<file path="config.mk">
export PLATFORM = sky130hd
export DESIGN_NAME = alu_arb_32
export DESIGN_NICKNAME = d
export VERILOG_FILES = /design/src/rtl/alu_arb_32.sv
export SDC_FILE = /design/constraint.sdc
export NUM_CORES = 1
export LEC_CHECK = 0
export BUFFER_PORTS_ARGS = -buffer_cell sky130_fd_sc_hd__buf_2
export CAP_MARGIN = 5
export CELL_PAD_IN_SITES_DETAIL_PLACEMENT = 0
export CELL_PAD_IN_SITES_GLOBAL_PLACEMENT = 1
export CORE_MARGIN = 2
export CORE_UTILIZATION = 35
export CTS_BUF_LIST = sky130_fd_sc_hd__clkbuf_4 sky130_fd_sc_hd__clkbuf_8 sky130_fd_sc_hd__clkbuf_16
export DETAILED_ROUTE_END_ITERATION = 8
export PLACE_DENSITY_LB_ADDON = 0.1
export SYNTH_ARGS = -nofsm -noshare
export SYNTH_HDL_FRONTEND = slang
export SYNTH_SLANG_ARGS = --single-unit
</file>
<file path="constraint.sdc">
create_clock -name clk -period 4.3 [get_ports clk]
set_input_delay 0.86 -clock clk [delete_from_list [all_inputs] [get_ports clk]]
set_output_delay 0.86 -clock clk [all_outputs]
set_load 0.02 [all_outputs]
</file>
<file path="src/rtl/alu_arb_32.sv">
// Two-requester round-robin front end for a shared combinational ALU.
// One operation in flight; results are held until the response handshake completes.
module alu_arb_32 #(
    parameter int unsigned WIDTH = 32
) (
    input  logic             clk,
    input  logic             rst_n,
    input  logic             req0_valid,
    output logic             req0_ready,
    input  logic [3:0]       req0_op,
    input  logic [WIDTH-1:0] req0_a,
    input  logic [WIDTH-1:0] req0_b,
    input  logic             req1_valid,
    output logic             req1_ready,
    input  logic [3:0]       req1_op,
    input  logic [WIDTH-1:0] req1_a,
    input  logic [WIDTH-1:0] req1_b,
    output logic [3:0]       alu_ctrl,
    output logic [WIDTH-1:0] alu_a,
    output logic [WIDTH-1:0] alu_b,
    input  logic [WIDTH-1:0] alu_result,
    input  logic             alu_zero,
    output logic             rsp_valid,
    input  logic             rsp_ready,
    output logic             rsp_id,
    output logic [WIDTH-1:0] rsp_result,
    output logic             rsp_zero,
    output logic             rsp_err
);

    typedef enum logic [1:0] {
        IDLE = 2'd0,
        EXEC = 2'd1,
        RESP = 2'd2
    } state_e;

    state_e             state_q, state_d;
    logic               rr_ptr_q, rr_ptr_d;
    logic [3:0]         op_q, op_d;
    logic [WIDTH-1:0]   a_q, a_d;
    logic [WIDTH-1:0]   b_q, b_d;
    logic               id_q, id_d;
    logic [WIDTH-1:0]   res_q, res_d;
    logic               zero_q, zero_d;
    logic               err_q, err_d;
    logic               gnt;

    function automatic logic legal_op(input logic [3:0] op);
        return (op <= 4'd4) || ((op >= 4'd8) && (op <= 4'd12));
    endfunction

    // Arbitration, capture and sequencing of the single in-flight operation.
    always_comb begin
        state_d    = state_q;
        rr_ptr_d   = rr_ptr_q;
        op_d       = op_q;
        a_d        = a_q;
        b_d        = b_q;
        id_d       = id_q;
        res_d      = res_q;
        zero_d     = zero_q;
        err_d      = err_q;
        gnt        = 1'b0;
        req0_ready = 1'b0;
        req1_ready = 1'b0;
        alu_ctrl   = 4'd0;
        alu_a      = '0;
        alu_b      = '0;
        unique case (state_q)
            IDLE: begin
                if (rst_n && (req0_valid || req1_valid)) begin
                    gnt        = (req0_valid && req1_valid) ? rr_ptr_q : req1_valid;
                    req0_ready = ~gnt;
                    req1_ready = gnt;
                    op_d       = gnt ? req1_op : req0_op;
                    a_d        = gnt ? req1_a  : req0_a;
                    b_d        = gnt ? req1_b  : req0_b;
                    id_d       = gnt;
                    rr_ptr_d   = ~gnt;
                    if (legal_op(op_d)) begin
                        state_d = EXEC;
                    end else begin
                        res_d   = '0;
                        zero_d  = 1'b0;
                        err_d   = 1'b1;
                        state_d = RESP;
                    end
                end
            end
            EXEC: begin
                alu_ctrl = op_q;
                alu_a    = a_q;
                alu_b    = b_q;
                res_d    = alu_result;
                zero_d   = alu_zero;
                err_d    = 1'b0;
                state_d  = RESP;
            end
            RESP: begin
                if (rsp_ready) begin
                    state_d = IDLE;
                end
            end
            default: state_d = IDLE;
        endcase
    end

    always_ff @(posedge clk or negedge rst_n) begin
        if (!rst_n) begin
            state_q  <= IDLE;
            rr_ptr_q <= 1'b0;
            op_q     <= 4'd0;
            a_q      <= '0;
            b_q      <= '0;
            id_q     <= 1'b0;
            res_q    <= '0;
            zero_q   <= 1'b0;
            err_q    <= 1'b0;
        end else begin
            state_q  <= state_d;
            rr_ptr_q <= rr_ptr_d;
            op_q     <= op_d;
            a_q      <= a_d;
            b_q      <= b_d;
            id_q     <= id_d;
            res_q    <= res_d;
            zero_q   <= zero_d;
            err_q    <= err_d;
        end
    end

    assign rsp_valid  = (state_q == RESP);
    assign rsp_id     = id_q;
    assign rsp_result = res_q;
    assign rsp_zero   = zero_q;
    assign rsp_err    = err_q;

endmodule

</file>
==> metrics.txt <==
Detail Placement HPWL 10700 µm; yosys warns 0; final wirelength 14400 µm; Final setup viols 0; Tot GR Track Use 18.3%; Synth Area in Compound Gates 11.9%; RSZ-0062 raised after global routing false; Sum Neg Setup Slack 0 ns; Vias per Instance 4.64; Gates resized, CTS repair 0; final total power 3940 µW; status finished clean; Mapped Area 5160 µm²; Mapped Cells 541; WP data required 3.44 ns; Cells after DPL 971; initial antenna violation count 0; GR Overflow Total 0; GR Layer Usage met3 4.07%; Yosys reg bits 106; worst r2r src state_q[1]; Crit. Startpoint state_q[1]; Setup Buffers After CTS 0; post-DR wirelength/cell 14.6 µm; Layout area overhead 34.7%; die area 15700 µm²; Avg Cell Area, Syn 9.54 µm²; post-synthesis adder-cell area fraction 0%; Antenna Diode Count 0; global-route wire length before repair 23000 µm; DR vias 4580; Detail Route Antenna Nets 0; Simple-Gate Fraction of Synth Area 18.8%; post-synthesis mux area share 13.2%; fraction of the cycle the final worst path needs 73.5%; core area 14500 µm²; Nets 972; ratio of cells with drive above 1 in the final layout 38.2%; grt met2 use 30.8%; Netlist cell types 23; FILL cells 1449; main combinational cell family by area after synthesis simple AND/OR/NAND/NOR gates; Critical Path AT 2.30 ns; DRC errors left 0; H-tree levels 3; Cell Rows 44; Starting DRT DRC Count 217; Worst-path clk slew 0.07 ns; clock root buffer master clkbuf_16; pre-CTS setup slack 1.33 ns; Fmax 0.316 GHz; Worst Path Max Fanout 35; Pins Over Slew Limit 0; grt met1 use 23.1%; worst-margin pin slew 0.898 ns; Worst setup EP type output port; worst clock skew 0.00613 ns; Hold WS 0.471 ns; Routability Congestion 0.793; xor/xnor cell area share of the yosys netlist 0%; cts bufs inserted 9; pwr dens 567 nW/µm²; Initial Util 35.7%; count of final hold-check violations 0; die width 125 µm; vias in the first global route 4575; Max Root-Sink Buffers 2; post-synthesis sequential area ratio 51.4%; Die Y 125 µm; HP Class register to register; Critical Path Source Type register; # Max-Cap Violations 0; # IOs 280; TritonCTS clock tree done; IO buf count 279; syn_nets 715; Hold-fix buffers, CTS 0; fin crit period 3.16 ns; non-filler cells in the finished layout 987; static leakage 0.00390 µW; peak supply drop 208 µV; Slew headroom 40.0%; post-route setup slack 1.14 ns; Sink Count 106; Clock Latency Late Sink 0.35 ns; largest net degree at the start of global routing 74; GR peak layer met2; WS Path Type register to output port; hold_sp b_q[11]; drt pass-1 iters 4
-- logic make-up after synthesis --
| family | count (synthesis) |
|---|---|
| flip-flops | 106 |
| multiplexers | 68 |
| buffers and inverters | 44 |
| AND/OR/NAND/NOR | 210 |
| AO/OA/AOI/OAI | 113 |
-- flip-flops by register name, summed over array words and instances, names as in the netlist, 2 cells and up --
register and count:
b_q 32, a_q 32, op_q 4, state_q 2, rsp_result 32
-- routing by layer --
metal  up-vias  routed length, µm
li1       2303                  -
met3        18                964
met4         0                299
met2       176               6890
met1      2083               6280
met5         -                  0
-- area by class of cell --
type                    count  area, µm²  share of cell area [%]
flip-flops and latches    106       2650                    38.1
multi-input cells         391       2280                    32.7
repair buffers            287       1460                    21.0
well taps                 184        230                    3.31
clock buffers               9        225                    3.24
clock inverters             7       98.8                    1.42
inverters                   3       11.3                   0.162
-- path summary, 6_finish.rpt --
kind                                  to  slack (ns)  depth (start not counted)
setup / recovery              req1_ready        1.14                          5
hold / removal                   b_q[11]        0.47                          2
setup reg to reg           rsp_result[5]        1.78                          5
hold reg to reg                  b_q[11]        0.47                          2
max in group asynchronous         a_q[0]        2.44                          3
min in group asynchronous        a_q[22]        0.64                          2
-- through the flow --
stage          util (%)  area (µm²)
2_1_floorplan         -        5160
3_5_place_dp       45.8        6630
6_report           48.0        6950
4_1_cts            48.0        6950
5_1_grt            48.0        6950
3_3_place_gp       45.8        6630
-- critical path, stage by stage (launching register included) --
cell and delay, ns:
dfrtp_1 0.40, nand2b_1 0.12, buf_4 0.36, o2111ai_4 0.50
nor2_1 0.32, buf_2 0.23
-- cell usage after synthesis (all sizes together) --
master / count / area (µm²)
a211o: 1 / 8.76
a21o: 3 / 22.5
a21oi: 37 / 196
and2: 68 / 425
buf: 24 / 170
clkbuf: 17 / 63.8
dfrtp: 106 / 2650
inv: 3 / 11.3
mux2i: 68 / 681
nand2: 136 / 513
nand2b: 2 / 12.5
nor2: 3 / 11.3
nor2b: 1 / 6.26
o2111ai: 2 / 35.0
o211ai: 1 / 7.51
o21ai: 69 / 345
-- layout by cell type, fill, tap and decap left out, types with 2 or more instances in the layout --
| cell | netlist | layout |
|---|---|---|
| buf_2 | 10 | 278 |
| nand2_1 | 135 | 135 |
| dfrtp_1 | 106 | 106 |
| and2_1 | 68 | 68 |
| mux2i_1 | 68 | 68 |
| o21ai_0 | 61 | 61 |
| a21oi_1 | 36 | 36 |
| clkbuf_16 | 0 | 9 |
| buf_4 | 6 | 9 |
| o21ai_1 | 8 | 8 |
| inv_1 | 3 | 3 |
| nor2_1 | 3 | 3 |
| a21o_1 | 3 | 3 |
| inv_6 | 0 | 3 |
| nand2b_1 | 2 | 2 |
| bufinv_16 | 0 | 2 |
-- report_power, final --
group | switching, µW | leakage (µW) | total, µW | internal (µW)
Combinational | 880 | 0.00241 | 1410 | 531
Clock | 382 | 0.000157 | 898 | 516
Sequential | 199 | 0.00133 | 1630 | 1430
Total | 1460 | 0.00390 | 3940 | 2480
Note: power is estimated with default switching activity, not from simulation.
